`src/rtl/z80_bus_pkg.sv`:
```
// ============================================================================
//  Package  : z80_bus_pkg
//  Brief    : Shared encodings for the Z80 I/O bus master (ops, FSM states,
//             automatic wait-state counts).
//  Revision : 1.0  initial release
// ============================================================================
`default_nettype none

package z80_bus_pkg;

   localparam logic [1:0] OP_IORD = 2'b00;
   localparam logic [1:0] OP_IOWR = 2'b01;
   localparam logic [1:0] OP_INTA = 2'b10;
   localparam logic [1:0] OP_RSVD = 2'b11;

   localparam int TW_AUTO_IO   = 1;
   localparam int TW_AUTO_INTA = 2;
   localparam int TWC_W        = 5;

   // T4 is the one-cycle recovery after an INTA T3, before the response
   typedef enum logic [2:0] {
      ST_IDLE = 3'd0,
      ST_T1   = 3'd1,
      ST_T2   = 3'd2,
      ST_TW   = 3'd3,
      ST_T3   = 3'd4,
      ST_T4   = 3'd5,
      ST_RSP  = 3'd6
   } state_t;

   function automatic logic [TWC_W-1:0] tw_total(input logic inta, input int n_wait);
      int total;
      total = (inta ? TW_AUTO_INTA : TW_AUTO_IO) + n_wait;
      return TWC_W'(total);
   endfunction

endpackage

`default_nettype wire

```
`src/rtl/z80_sync2.sv`:
```
// ============================================================================
//  Module   : z80_sync2
//  Brief    : Two-flop synchroniser, resets to 1 (idle level of int_n).
//  Revision : 1.0  initial release
// ============================================================================
`default_nettype none

module z80_sync2 (
   input  logic clk,
   input  logic reset,
   input  logic d,
   output logic q
);

   logic meta;

   always_ff @(posedge clk) begin
      if (reset) begin
         meta <= 1'b1;
         q    <= 1'b1;
      end else begin
         meta <= d;
         q    <= meta;
      end
   end

endmodule

`default_nettype wire

```
`src/rtl/z80_io_master.sv`:
```
// ============================================================================
//  Module   : z80_io_master
//  Brief    : Z80 I/O read / write / IM2 INTA bus cycle generator driven by a
//             valid/ready request port. Optional macro Z80IO_WAIT_EN enables
//             wait_n extension of the last scheduled TW state.
//  Revision : 1.0  initial release
// ============================================================================
`default_nettype none

module z80_io_master
   import z80_bus_pkg::*;
#(
   parameter int AWID   = 4,
   parameter int DWID   = 8,
   parameter int N_WAIT = 0
) (
   input  logic            clk,
   input  logic            reset,
   input  logic            req_valid,
   output logic            req_ready,
   input  logic [1:0]      req_op,
   input  logic [AWID-1:0] req_addr,
   input  logic [DWID-1:0] req_wdata,
   output logic            rsp_valid,
   output logic [DWID-1:0] rsp_data,
   output logic            int_pending,
   output logic            m1_n,
   output logic            iorq_n,
   output logic            rd_n,
   output logic            wr_n,
   output logic [AWID-1:0] a,
   output logic [DWID-1:0] dout,
   output logic            dout_oe,
   input  logic [DWID-1:0] din,
   input  logic            int_n,
   input  logic            wait_n
);

   state_t           state;
   logic [1:0]       op_r;
   logic [TWC_W-1:0] twc;
   logic [TWC_W-1:0] tw_need;
   logic             wait_ok;
   logic             int_sync;

   assign req_ready   = (state == ST_IDLE);
   assign tw_need     = tw_total(op_r == OP_INTA, N_WAIT);
   assign int_pending = ~int_sync;

`ifdef Z80IO_WAIT_EN
   assign wait_ok = wait_n;
`else
   logic unused_wait;
   assign unused_wait = wait_n;
   assign wait_ok     = 1'b1;
`endif

   z80_sync2 u_int_sync (
      .clk   (clk),
      .reset (reset),
      .d     (int_n),
      .q     (int_sync)
   );

   always_ff @(posedge clk) begin
      if (reset) begin
         state     <= ST_IDLE;
         op_r      <= OP_IORD;
         twc       <= '0;
         m1_n      <= 1'b1;
         iorq_n    <= 1'b1;
         rd_n      <= 1'b1;
         wr_n      <= 1'b1;
         a         <= '0;
         dout      <= '0;
         dout_oe   <= 1'b0;
         rsp_valid <= 1'b0;
         rsp_data  <= '0;
      end else begin
         rsp_valid <= 1'b0;
         case (state)
            ST_IDLE: begin
               if (req_valid) begin
                  op_r <= req_op;
                  case (req_op)
                     OP_RSVD: begin
                        state     <= ST_RSP;
                        rsp_valid <= 1'b1;
                        rsp_data  <= '1;
                     end
                     OP_INTA: begin
                        state <= ST_T1;
                        m1_n  <= 1'b0;
                        a     <= '0;
                     end
                     OP_IOWR: begin
                        state   <= ST_T1;
                        a       <= req_addr;
                        dout    <= req_wdata;
                        dout_oe <= 1'b1;
                     end
                     default: begin
                        state <= ST_T1;
                        a     <= req_addr;
                     end
                  endcase
               end
            end
            ST_T1: begin
               state <= ST_T2;
               if (op_r != OP_INTA) begin
                  iorq_n <= 1'b0;
                  rd_n   <= (op_r != OP_IORD);
                  wr_n   <= (op_r != OP_IOWR);
               end
            end
            ST_T2: begin
               state <= ST_TW;
               twc   <= TWC_W'(1);
               if (op_r == OP_INTA) iorq_n <= 1'b0;
            end
            ST_TW: begin
               // Once the scheduled TWs are spent, wait_ok gates the move to T3
               if (twc >= tw_need && wait_ok) state <= ST_T3;
               if (twc != '1) twc <= twc + TWC_W'(1);
            end
            ST_T3: begin
               m1_n    <= 1'b1;
               iorq_n  <= 1'b1;
               rd_n    <= 1'b1;
               wr_n    <= 1'b1;
               dout_oe <= 1'b0;
               if (op_r == OP_INTA) begin
                  rsp_data <= din;
                  state    <= ST_T4;
               end else begin
                  rsp_data  <= (op_r == OP_IORD) ? din : '0;
                  rsp_valid <= 1'b1;
                  state     <= ST_RSP;
               end
            end
            ST_T4: begin
               rsp_valid <= 1'b1;
               state     <= ST_RSP;
            end
            ST_RSP:  state <= ST_IDLE;
            default: state <= ST_IDLE;
         endcase
      end
   end

endmodule

`default_nettype wire

```
`config.mk`:
```
export PLATFORM = sky130hd
export DESIGN_NAME = z80_io_master
export DESIGN_NICKNAME = d
export VERILOG_FILES = /design/src/rtl/z80_bus_pkg.sv /design/src/rtl/z80_sync2.sv /design/src/rtl/z80_io_master.sv
export SDC_FILE = /design/constraint.sdc
export NUM_CORES = 1
export LEC_CHECK = 0
export BUFFER_PORTS_ARGS = -buffer_cell sky130_fd_sc_hd__buf_4
export CAP_MARGIN = 15
export CORE_ASPECT_RATIO = 0.8
export CORE_UTILIZATION = 53
export CTS_CLUSTER_SIZE = 12
export DETAILED_ROUTE_END_ITERATION = 10
export PLACE_DENSITY = 0.83
export SETUP_SLACK_MARGIN = 0.3
export SLEW_MARGIN = 20
export SYNTH_ARGS = -nofsm -noshare
export SYNTH_HDL_FRONTEND = slang
export SYNTH_SLANG_ARGS = --single-unit
```
`constraint.sdc`:
```
create_clock -name clk -period 2.8 [get_ports clk]
set_input_delay 0.84 -clock clk [delete_from_list [all_inputs] [get_ports clk]]
set_output_delay 0.84 -clock clk [all_outputs]
set_load 0.005 [all_outputs]
```
==> impl_metrics.ini <==
[sta]
finalHoldViolations = 0
tightest_slew_ns = 0.618
fin_tns_setup_ns = 0
timing.fmax_mhz = 465
rsz0062_at_grt = no
finalCritPeriodShare_pct = 76.8
max-slew-margin-rel_pct = 58.8
setup_violations = 0
period_minus_slack_ns = 2.15
drv_slew = 0
holdWs_ns = 0.422
skew_ns = 0.00452

[logic_synthesis]
syn_avg_cell_area_um2 = 9.03
ys_types = 40
synth_edf_count = 0
synth_top_area_share_pct = 45.5
ys.flop_type = dfxtp_1
synth_async_sr_flop_share_pct = 0
synth_cells = 185
syn-cell-area_um2 = 1670
ys_ff_latch = 38
ys_seq_area_share_pct = 45.5
syn_nets = 216
yosysTopAreaCell = dfxtp_1
synth_most_common_cell = dfxtp_1
ys_warn_count = 0
synthTopCellsByCount = dfxtp_1 (38), nor2_1 (30), nand2b_1 (13), mux2i_1 (10)
synth_area_leaders = dfxtp_1 (46%), nor2_1 (6.7%), mux2i_1 (6.0%)

[floorplan]
die_area_um2 = 3380
die_x_um = 64.8
num_rows = 17
coreArea_um2 = 2870
initial_core_util_pct = 58.2
dieHeight_um = 52.2
ioPinCount = 55

[drt]
dr_total_vias = 1535
avgRoutedWirePerCell_um = 14.3
viasPerCell = 5.69
wirelength_mm = 3.87
drc = 0
drtIter0Drc = 121
firstDrtPassIters = 4
postRouteAntennaNets = 0

[finish]
drive_gt1_share_pct = 28.4
syn_to_final_growth_pct = 28.8
stdcell_count = 270
num-nets-final = 262
num_antenna_cells = 0
fillers = 208

[global_routing]
gr-total-overflow = 0
grt_max_degree = 35
grt_pass1_vias = 1415
track_usage_pct = 25.7
antenna_found_initial = 0
grt_pass1_wl_mm = 6.42

[cts]
ctsHtreeMaxLevel = 2
cts_root_buf = clkbuf_8
clk_latency_ns = 0.29
cts_resized = 0
cts_sinks = 38
post_cts_buffers = 0
clock_path_buffers = 2
tritoncts = done
holdBufCountCts = 0
clk_pin_slew_ns = 0.07
cts_made_buffers = 5

[placement]
io_buffers = 53
place_inst = 262
dp_hpwl_mm = 2.70
gp_congestion = 0.821

[setup_path]
critPathMaxFanout = 18
crit_required_ns = 1.96
arrival_ns = 1.31
critPathKind = reg2out
start_kind = register
ff2ff_setup_slack_ns = 0.93
end_kind = primary output

[min_path]
hold_path_class = reg2reg

[power_and_ir_drop]
power_mw = 1.64
pwr_density_cell_nw_per_um2 = 763
p_leak_nw = 1.00
ir_drop_v = 0.000347

[status]
status = finished clean

[job]
maxCapViolations = 0
-- where the power goes --
part           internal (mW)  switching [mW]
registers              0.623           0.108
clock network          0.266           0.181
logic                  0.244           0.219
-- cell families after synthesis --
family | after synthesis | share of synthesized area (%)
compound gates | 45 | 18.1
flops | 38 | 45.5
simple gates | 68 | 21.7
mux | 10 | 5.99
buf+inv | 20 | 5.62
fa+ha+maj | 4 | 3.00
-- layer usage --
| metal | up-vias | wire (um) | track usage (%) |
|---|---|---|---|
| met5 | - | 0 | 0 |
| met4 | 0 | 64 | 12.6 |
| met3 | 7 | 310 | 6.74 |
| met2 | 69 | 1770 | 40.1 |
| met1 | 715 | 1720 | 33.0 |
| li1 | 744 | - | - |
-- sequential cells by signal, summed over array words and instances, names as in the netlist --
signal and count:
state 3, rsp_valid 1, u_int_sync.meta 1, rd_n 1, rsp_data 8, iorq_n 1, dout_oe 1, twc 5
op_r 2, u_int_sync.q 1, m1_n 1, wr_n 1, a 4, dout 8
-- final timing paths --
check,startpoint,end,depth (start not counted)
setup / recovery,state[0],req_ready,2
hold / removal,u_int_sync.meta,u_int_sync.q,1
setup reg to reg,state[1],dout[4],4
hold reg to reg,u_int_sync.meta,u_int_sync.q,1
-- layout make-up --
class                   count  area [um^2]  area share (%)
inverters                   6         22.5            1.05
well taps                  38         47.5            2.21
clock buffers               7         76.3            3.55
repair buffers             53          398            18.5
clock inverters             1         30.0            1.40
multi-input cells         127          816            37.9
flip-flops and latches     38          761            35.4
-- placed cells by master (no fill, tap or decap), types with 5 or more instances in the layout --
| master | count |
|---|---|
| buf_4 | 53 |
| dfxtp_1 | 38 |
| a211oi_1 | 8 |
| inv_1 | 6 |
| nand2b_1 | 13 |
| a31oi_1 | 5 |
| a21oi_1 | 8 |
| nor2_1 | 30 |
| o21ai_0 | 5 |
| clkbuf_8 | 5 |
| mux2i_1 | 10 |
| a22oi_1 | 6 |
-- critical path, stage by stage (launching register included) --
cell,delay (ns)
dfxtp_1,0.72
nor3_1,0.14
buf_4,0.17
-- through the flow --
stage          setup slack, ns  utilization, %  cell area, um^2
6_report                 0.648            74.9             2150
3_5_place_dp             0.591            71.2             2040
5_1_grt                  0.604            74.9             2150
2_1_floorplan            0.862               -             1670
4_1_cts                  0.686            74.9             2150
3_3_place_gp             0.632            71.2             2040
Power figures use the tool's default switching activity.
